$ cat src/rtl/hazard_unit.sv
// Hazard controller for the 5-stage rv32i core: stall/flush steering, E-stage forwarding
// selects and a data-memory wait watchdog. Optional perf counters: HAZ_PERF_CNT_EN.

module hazard_fwd_sel (
    input  logic [4:0] rs_i,
    input  logic [4:0] rd_m_i,
    input  logic [4:0] rd_w_i,
    input  logic       regwrite_m_i,
    input  logic       regwrite_w_i,
    output logic [1:0] sel_o
);
    // M is the younger producer, so it beats W.
    always_comb begin
        sel_o = 2'b00;
        if (regwrite_m_i && rd_m_i != 5'd0 && rd_m_i == rs_i)
            sel_o = 2'b10;
        else if (regwrite_w_i && rd_w_i != 5'd0 && rd_w_i == rs_i)
            sel_o = 2'b01;
    end
endmodule

module hazard_unit #(
    parameter int MEM_TIMEOUT = 255,
    parameter int PERF_W      = 32
) (
    input  logic              clk,
    input  logic              rst_n,
    input  logic [4:0]        rs1_d,
    input  logic [4:0]        rs2_d,
    input  logic [4:0]        rs1_e,
    input  logic [4:0]        rs2_e,
    input  logic [4:0]        rd_e,
    input  logic [4:0]        rd_m,
    input  logic [4:0]        rd_w,
    input  logic [1:0]        ResultSrc_e,
    input  logic              RegWrite_m,
    input  logic              RegWrite_w,
    input  logic              PCSrc_e,
    input  logic              mem_req_m,
    input  logic              mem_ready,
    output logic              stall_f,
    output logic              stall_d,
    output logic              stall_e,
    output logic              stall_m,
    output logic              flush_d,
    output logic              flush_e,
    output logic              flush_w,
    output logic [1:0]        ForwardA_e,
    output logic [1:0]        ForwardB_e,
    output logic              mem_timeout,
    output logic [PERF_W-1:0] perf_lu_cnt,
    output logic [PERF_W-1:0] perf_fl_cnt,
    output logic [PERF_W-1:0] perf_mw_cnt
);
    localparam int CW = $clog2(MEM_TIMEOUT + 1);
    localparam int NOPS = 2;

    typedef enum logic {RUN, MEM_WAIT} state_t;

    state_t        state_q;
    logic [CW-1:0] wait_cnt_q;
    logic          mem_timeout_q;
    logic          lu, mw;

    logic [NOPS-1:0][4:0] rs_e;
    logic [NOPS-1:0][1:0] fwd;

    assign rs_e = {rs2_e, rs1_e};

    for (genvar g = 0; g < NOPS; g++) begin : g_fwd
        hazard_fwd_sel u_fwd (
            .rs_i         (rs_e[g]),
            .rd_m_i       (rd_m),
            .rd_w_i       (rd_w),
            .regwrite_m_i (RegWrite_m),
            .regwrite_w_i (RegWrite_w),
            .sel_o        (fwd[g])
        );
    end

    assign ForwardA_e = fwd[0];
    assign ForwardB_e = fwd[1];

    assign lu = (ResultSrc_e == 2'b01) && (rd_e != 5'd0) && (rd_e == rs1_d || rd_e == rs2_d);
    assign mw = mem_req_m && !mem_ready;

    // A memory wait freezes every stage up to M; a bubble enters W. Gated by reset so
    // the controls drop asynchronously with rst_n.
    always_comb begin
        stall_f = 1'b0;
        stall_d = 1'b0;
        stall_e = 1'b0;
        stall_m = 1'b0;
        flush_d = 1'b0;
        flush_e = 1'b0;
        flush_w = 1'b0;
        if (rst_n) begin
            if (mw) begin
                stall_f = 1'b1;
                stall_d = 1'b1;
                stall_e = 1'b1;
                stall_m = 1'b1;
                flush_w = 1'b1;
            end else begin
                stall_f = lu;
                stall_d = lu;
                flush_d = PCSrc_e;
                flush_e = lu | PCSrc_e;
            end
        end
    end

    always_ff @(posedge clk or negedge rst_n) begin
        if (!rst_n) begin
            state_q       <= RUN;
            wait_cnt_q    <= '0;
            mem_timeout_q <= 1'b0;
        end else begin
            case (state_q)
                RUN: begin
                    if (mw) begin
                        state_q    <= MEM_WAIT;
                        wait_cnt_q <= CW'(1);
                    end
                end
                MEM_WAIT: begin
                    if (wait_cnt_q == CW'(MEM_TIMEOUT))
                        mem_timeout_q <= 1'b1;
                    if (mw) begin
                        if (wait_cnt_q != '1)
                            wait_cnt_q <= wait_cnt_q + CW'(1);
                    end else begin
                        state_q    <= RUN;
                        wait_cnt_q <= '0;
                    end
                end
                default: begin
                    state_q    <= RUN;
                    wait_cnt_q <= '0;
                end
            endcase
        end
    end

    assign mem_timeout = mem_timeout_q;

`ifdef HAZ_PERF_CNT_EN
    logic [PERF_W-1:0] lu_cnt_q, fl_cnt_q, mw_cnt_q;

    always_ff @(posedge clk or negedge rst_n) begin
        if (!rst_n) begin
            lu_cnt_q <= '0;
            fl_cnt_q <= '0;
            mw_cnt_q <= '0;
        end else begin
            if (lu && !mw && lu_cnt_q != '1)      lu_cnt_q <= lu_cnt_q + PERF_W'(1);
            if (PCSrc_e && !mw && fl_cnt_q != '1) fl_cnt_q <= fl_cnt_q + PERF_W'(1);
            if (mw && mw_cnt_q != '1)             mw_cnt_q <= mw_cnt_q + PERF_W'(1);
        end
    end

    assign perf_lu_cnt = lu_cnt_q;
    assign perf_fl_cnt = fl_cnt_q;
    assign perf_mw_cnt = mw_cnt_q;
`else
    assign perf_lu_cnt = '0;
    assign perf_fl_cnt = '0;
    assign perf_mw_cnt = '0;
`endif

endmodule

$ cat config.mk
export PLATFORM = sky130hd
export DESIGN_NAME = hazard_unit
export DESIGN_NICKNAME = d
export VERILOG_FILES = /design/src/rtl/hazard_unit.sv
export SDC_FILE = /design/constraint.sdc
export NUM_CORES = 1
export LEC_CHECK = 0
export ABC_AREA = 1
export BUFFER_PORTS_ARGS = -buffer_cell sky130_fd_sc_hd__buf_2
export CAP_MARGIN = 30
export CORE_ASPECT_RATIO = 0.5
export CORE_MARGIN = 2
export CORE_UTILIZATION = 39
export CTS_CLUSTER_SIZE = 8
export DETAILED_ROUTE_END_ITERATION = 12
export HOLD_SLACK_MARGIN = 0.05
export PLACE_DENSITY_LB_ADDON = 0.12
export SLEW_MARGIN = 20
export SYNTH_ARGS = -nofsm -noshare
export SYNTH_HDL_FRONTEND = slang
export SYNTH_SLANG_ARGS = --single-unit
$ cat constraint.sdc
create_clock -name clk -period 1.7 [get_ports clk]
set_clock_uncertainty 0.15 [all_clocks]
set_input_delay 0.085 -clock clk [delete_from_list [all_inputs] [get_ports clk]]
set_output_delay 0.085 -clock clk [all_outputs]
set_load 0.005 [all_outputs]
==> results.sh, run 1 <==
export IMPL_clk_pin_slew_ns=0.05
export IMPL_antenna_found_initial=0
export IMPL_grt_pass1_vias=1146
export IMPL_arrival_ns=1.34
export IMPL_power_density_nw_per_um2=443
export IMPL_fin_util=0.413
export IMPL_cp_slowest_cell="dlygate4sd3_1"
export IMPL_final_max_slew_violation_count=0
export IMPL_route_vias_total=1408
export IMPL_required_ns=1.46
export IMPL_synthCells=260
export IMPL_post_cts_buffers=0
export IMPL_synth_area_leader_cell="buf_4"
export IMPL_peakVddDrop_mv=0.519
export IMPL_crit_path_end_kind="output pin"
export IMPL_core_um2=4400
export IMPL_synth_cell_type_count=25
export IMPL_clk_latency_ns=0.24
export IMPL_die_area_um2=5160
export IMPL_drtIter0Drc=22
export IMPL_cp_common_cell="buf_2"
export IMPL_yosysMostFrequentCell="buf_4"
export IMPL_period_share=0.928
export IMPL_grt_use_total=0.110
export IMPL_drt_pass1_iter_count=4
export IMPL_yosys_most_used_dff="dfrtp_1"
export IMPL_area_growth_pct=1.89
export IMPL_finalHoldViolations=0
export IMPL_critPathMaxFanout=5
export IMPL_routed_wl_mm=3.00
export IMPL_fin_crit_ns=1.58
export IMPL_rsz0062_at_grt="no"
export IMPL_drv_cap=0
export IMPL_r2r_slack_ns=0.20
export IMPL_cts_tree="yes"
export IMPL_async_flop_share=1.00
export IMPL_endpoint="stall_d"
export IMPL_path_cells="dlygate4sd3_1 -> buf_2 -> nor2_4 -> inv_1 -> a21oi_1 -> buf_2"
export IMPL_final_antenna_net_count=0
export IMPL_status="completed"
export IMPL_worst_setup_path_start_kind="input port"
export IMPL_p_leak_uw=0.00110
export IMPL_num_nets_final=363
export IMPL_drive_gt1_frac=0.221
export IMPL_ys_warn_count=0
export IMPL_synthTopCellsByCount="99 x buf_4, 43 x nand2_1, 21 x nor2_1"
export IMPL_synth_edf_count=0
export IMPL_path_depth=6
export IMPL_critPathMaxStageDelay_ns=0.53
export IMPL_path_buf_inv=4
export IMPL_die_y_um=51.8
export IMPL_ios=152
export IMPL_n_antenna_cell=0
export IMPL_drc=0
export IMPL_rows=17
export IMPL_start_util=0.405
export IMPL_setup_viol=0
export IMPL_cts_buffers=3
export IMPL_grt_pass1_wl_mm=4.55
export IMPL_yosysSeqAreaShare=0.140
export IMPL_die_w_um=99.7
export IMPL_place_detailed_hpwl_mm=2.64
export IMPL_ys_ff_latch=10
export IMPL_fmax_mhz=634
export IMPL_htree_levels=1
export IMPL_reg2reg_depth=8
export IMPL_gp_congestion=0.789
export IMPL_cts_sinks=10
export IMPL_syn_cell_area_um2=1780
export IMPL_tns_ns=0
export IMPL_hp_class="input port to flop"
export IMPL_grt_overflow_total=0
export IMPL_crit_start="mem_ready"
export IMPL_clk_path_buf_depth=2
export IMPL_avgViaCountPerCell=3.76
export IMPL_grt_start_max_net_pins=13
export IMPL_reg2reg_from="wait_cnt_q[0]$_DFFE_PN0P_"
export IMPL_root_buffer="clkbuf_8"
export IMPL_yosysTopAreaCellShare=0.417
export IMPL_synth_area_leaders="buf_4 42%, dfrtp_1 14%, nand2_1 9.0%"
export IMPL_r2r_end="wait_cnt_q[5]$_DFFE_PN0P_"
export IMPL_syn_avg_cell_area_um2=6.86
export IMPL_wl_per_cell_um=8.02
export IMPL_io_buffers=55
export IMPL_crit_type="input port to output pin"
export IMPL_crit_family="buffers and inverters"
[power breakdown]
group	total [µW]	internal [µW]	switching, µW
logic	257	102	155
registers	250	244	5.63
clock network	300	204	96.0
[cell type report]
type,count,area (µm²)
multi-input cells,223,1050
inverters,22,82.6
fillers,489,2580
clock buffers,4,55.1
well taps,57,71.3
repair buffers,58,305
flip-flops and latches,10,250
[stage by stage]
stage          power (µW)  hold slack (ns)  instance area, µm²  worst slack [ns]  std cells
2_1_floorplan         564           -0.361                2140             0.328        355
3_3_place_gp          500           -0.177                1730             0.233        367
3_5_place_dp          502           -0.174                1730             0.201        367
4_1_cts               817           0.0875                1820             0.116        374
5_1_grt               867            0.124                1820           0.00934        374
6_report              806           0.0950                1820             0.123        374
[tightest hold or removal path, stage by stage]
cell and delay [ns]:
buf_2 0.09, inv_1 0.08, nor2_4 0.05, nand3_1 0.07
nand2_1 0.05
[cells in the final DEF (no fill, tap or decap)]
cell type / instances
conb_1: 96
buf_2: 55
nand2_1: 43
nor2_1: 21
inv_1: 17
xnor2_1: 15
xor2_1: 11
dfrtp_1: 10
o21ai_1: 6
nand4_1: 6
nand3_1: 6
nor3_1: 5
inv_2: 5
clkbuf_8: 4
dlygate4sd3_1: 3
o21ai_0: 2
a21oi_1: 2
nand2_2: 2
nor2_4: 1
nand3b_1: 1
and3_1: 1
nor2_2: 1
nand3_2: 1
o21ai_2: 1
a21o_1: 1
ha_1: 1
[logic make-up after synthesis]
| kind of cell | synth area share |
|---|---|
| adder cells (fa/ha/maj) | 0.00701 |
| AO/OA/AOI/OAI | 0.0372 |
| XOR/XNOR | 0.128 |
| AND/OR/NAND/NOR | 0.217 |
| buffers and inverters | 0.469 |
| flip-flops | 0.140 |
| other | 0.00210 |
[worst min-delay path by stage]
stage               depth (start not counted)      start                   endpoint  slack [ns]
floorplan                                   0      rst_n    mem_timeout$_DFFE_PN0P_       -0.36
global placement                            1      rst_n    mem_timeout$_DFFE_PN0P_       -0.18
detailed placement                          1      rst_n  wait_cnt_q[6]$_DFFE_PN0P_       -0.17
CTS                                         5  mem_req_m  wait_cnt_q[0]$_DFFE_PN0P_        0.09
global route                                5  mem_req_m  wait_cnt_q[0]$_DFFE_PN0P_        0.12
finish                                      5  mem_req_m  wait_cnt_q[0]$_DFFE_PN0P_         0.1
[registers in the layout (all words and copies together), names as in the netlist]
signal / count
state_q: 1
mem_timeout: 1
wait_cnt_q: 8
[timing repair]
| item | CTS | global route |
|---|---|---|
| hold buffers | 3 | 0 |
| resized for setup | 0 | 0 |
| endpoints found under the hold margin | 12 | 0 |
| endpoints found under the setup margin | 0 | 0 |
[layer usage]
metal	GRT usage	vias up	wire (µm)
li1	-	715	-
met1	0.121	617	1170
met2	0.216	74	1600
met3	0.0228	2	216
met4	0.0320	0	8
met5	0	-	0
No activity file was read; power rests on OpenSTA's default activity.
==> run 2, diff against run 1 <==
--- a/config.mk
+++ b/config.mk
@@ -9,5 +9,4 @@
 export BUFFER_PORTS_ARGS = -buffer_cell sky130_fd_sc_hd__buf_2
 export CAP_MARGIN = 30
-export CORE_ASPECT_RATIO = 0.5
 export CORE_MARGIN = 2
 export CORE_UTILIZATION = 39
@@ -16,4 +15,5 @@
 export HOLD_SLACK_MARGIN = 0.05
 export PLACE_DENSITY_LB_ADDON = 0.12
+export SETUP_SLACK_MARGIN = 0.4
 export SLEW_MARGIN = 20
 export SYNTH_ARGS = -nofsm -noshare
==> constraint.sdc (replaced) <==
create_clock -name clk -period 1.7 [get_ports clk]
set_clock_uncertainty 0.15 [all_clocks]
set_input_delay 0 -clock clk [delete_from_list [all_inputs] [get_ports clk]]
set_output_delay 0 -clock clk [all_outputs]
set_load 0.005 [all_outputs]
==> run 2 against run 1 <==
  * Register-to-register slack gained 0.09 ns
  * Worst setup slack gained 0.17 ns
  * Hold slack lost 0.039 ns
  * Cell count is the same
  * Flip-flop and latch count is the same
  * Sequential power is essentially flat
  * Wire length grew 14%
==> results.sh, run 2 (same netlist as run 1, synthesis figures left out) <==
export IMPL_status="completed"
export IMPL_core_um2=4380
export IMPL_die_area_um2=5130
export IMPL_hp_class="input port to flop"
export IMPL_n_antenna_cell=0
export IMPL_fin_crit_ns=1.41
export IMPL_drive_gt1_frac=0.267
export IMPL_cp_slowest_cell="dfrtp_1"
export IMPL_place_detailed_hpwl_mm=2.84
export IMPL_critPathMaxFanout=4
export IMPL_finalPower_uw=764
export IMPL_fin_util=0.435
export IMPL_die_y_um=71.6
export IMPL_clk_latency_ns=0.24
export IMPL_cts_buffers=3
export IMPL_layout_commonest_cell="conb_1"
export IMPL_cts_tree="yes"
export IMPL_gp_congestion=0.793
export IMPL_rows=24
export IMPL_finalHoldViolations=0
export IMPL_grt_pass1_wl_mm=5.18
export IMPL_power_density_nw_per_um2=400
export IMPL_tns_ns=0
export IMPL_crit_path_end_kind="flop"
export IMPL_final_max_slew_violation_count=0
export IMPL_p_leak_uw=0.00114
export IMPL_routed_wl_mm=3.41
export IMPL_grt_pass1_vias=1222
export IMPL_wl_per_cell_um=9.12
export IMPL_route_vias_total=1440
export IMPL_grt_overflow_total=0
export IMPL_avgViaCountPerCell=3.85
export IMPL_required_ns=1.68
export IMPL_grt_use_total=0.127
export IMPL_hold_end="wait_cnt_q[2]$_DFFE_PN0P_"
export IMPL_hold_depth=5
export IMPL_top_register="wait_cnt_q"
export IMPL_final_antenna_net_count=0
export IMPL_reg2reg_depth=8
export IMPL_antenna_found_initial=0
export IMPL_grt_start_max_net_pins=11
export IMPL_drv_cap=0
export IMPL_clk_pin_slew_ns=0.05
export IMPL_io_buffers=55
export IMPL_area_growth_pct=6.94
export IMPL_worst_setup_path_start_kind="flop"
export IMPL_period_share=0.829
export IMPL_path_cells="ha_2 -> nand2_2 -> inv_2 -> nand3_4 -> nor2_4 -> nand3_4 -> nand2_4 -> o21ai_2"
export IMPL_root_buffer="clkbuf_8"
export IMPL_setup_viol=0
export IMPL_hold_ws_ns=0.0557
export IMPL_crit_type="flop to flop"
export IMPL_cts_sinks=10
export IMPL_num_nets_final=369
export IMPL_clk_path_buf_depth=2
export IMPL_final_cell_mix="96 x conb_1, 55 x buf_2, 42 x nand2_1, 21 x nor2_1, 17 x inv_1"
export IMPL_arrival_ns=1.39
export IMPL_drtIter0Drc=31
export IMPL_r2r_end="wait_cnt_q[7]$_DFFE_PN0P_"
export IMPL_peakVddDrop_mv=0.325
export IMPL_r2r_slack_ns=0.29
export IMPL_ios=152
export IMPL_die_w_um=71.6
export IMPL_hold_path_startpoint="mem_ready"
export IMPL_drc=0
export IMPL_start_util=0.407
export IMPL_drt_pass1_iter_count=4
export IMPL_largest_reg_flops=8
export IMPL_rsz0062_at_grt="yes"
export IMPL_reg2reg_from="wait_cnt_q[1]$_DFFE_PN0P_"
export IMPL_cp_common_cell="nand3_4"
export IMPL_htree_levels=1
export IMPL_critPathMaxStageDelay_ns=0.35
export IMPL_fmax_mhz=709
## run 2: changes by cell type in the layout (fill, tap and decap cells not counted), sizes merged
cell	before	now
buf	55	62
clkbuf	4	3
dlygate4sd3	3	2
## run 2: timing repair
item / 4_1_cts / 5_1_grt
hold buffers: 2 / 0
gates cloned: 0 / 0
endpoints found under the hold margin: 12 / 0
pin swaps: 7 / 4
setup buffers: 6 / 1
resized for setup: 2 / 13
setup endpoints to repair: 9 / 9
## run 2: per-stage QoR
stage          setup WS [ns]  area, µm²  std cells
6_report               0.290       1910        374
5_1_grt                0.176       1910        374
3_3_place_gp           0.236       1730        362
2_1_floorplan          0.338       2150        355
3_5_place_dp           0.207       1730        362
4_1_cts                0.247       1850        373
## run 2: report_power, final
part | switching (µW) | internal (µW) | leakage, µW
registers | 5.33 | 245 | 0.000134
clock network | 91.7 | 155 | 0.0000216
logic | 160 | 108 | 0.000981
total | 257 | 507 | 0.00114
## run 2: worst max-delay path: cells and delay by family (launching register included)
| kind | cells | cell delay [ns] |
|---|---|---|
| buffers and inverters | 1 | 0.09 |
| AOI/OAI and AO/OA | 1 | 0.06 |
| and+or+nand+nor | 5 | 0.48 |
| adders and majority gates | 1 | 0.19 |
| DFF | 1 | 0.35 |
## run 2: worst max-delay path by stage
stage | startpoint | endpoint | slack (ns) | cells past startpoint
2_1_floorplan | wait_cnt_q[0]$_DFFE_PN0P_ | wait_cnt_q[4]$_DFFE_PN0P_ | 0.34 | 8
3_3_place_gp | wait_cnt_q[0]$_DFFE_PN0P_ | wait_cnt_q[7]$_DFFE_PN0P_ | 0.24 | 8
3_5_place_dp | wait_cnt_q[0]$_DFFE_PN0P_ | wait_cnt_q[7]$_DFFE_PN0P_ | 0.21 | 8
4_1_cts | wait_cnt_q[1]$_DFFE_PN0P_ | wait_cnt_q[7]$_DFFE_PN0P_ | 0.25 | 8
5_1_grt | wait_cnt_q[0]$_DFFE_PN0P_ | wait_cnt_q[3]$_DFFE_PN0P_ | 0.18 | 8
6_report | wait_cnt_q[1]$_DFFE_PN0P_ | wait_cnt_q[7]$_DFFE_PN0P_ | 0.29 | 8
## run 2: routing by layer
| metal | routed length, µm | track usage |
|---|---|---|
| met1 | 1190 | 0.140 |
| met3 | 347 | 0.0281 |
| met5 | 0 | 0 |
| met2 | 1810 | 0.239 |
| met4 | 65 | 0.0377 |
## run 2: area by class of cell
class | count | area [µm²]
Multi-Input combinational cell | 223 | 1110
Sequential cell | 10 | 253
Inverter | 22 | 82.6
Timing Repair Buffer | 64 | 352
Fill cell | 498 | 2480
Clock buffer | 3 | 41.3
Tap cell | 52 | 65.1
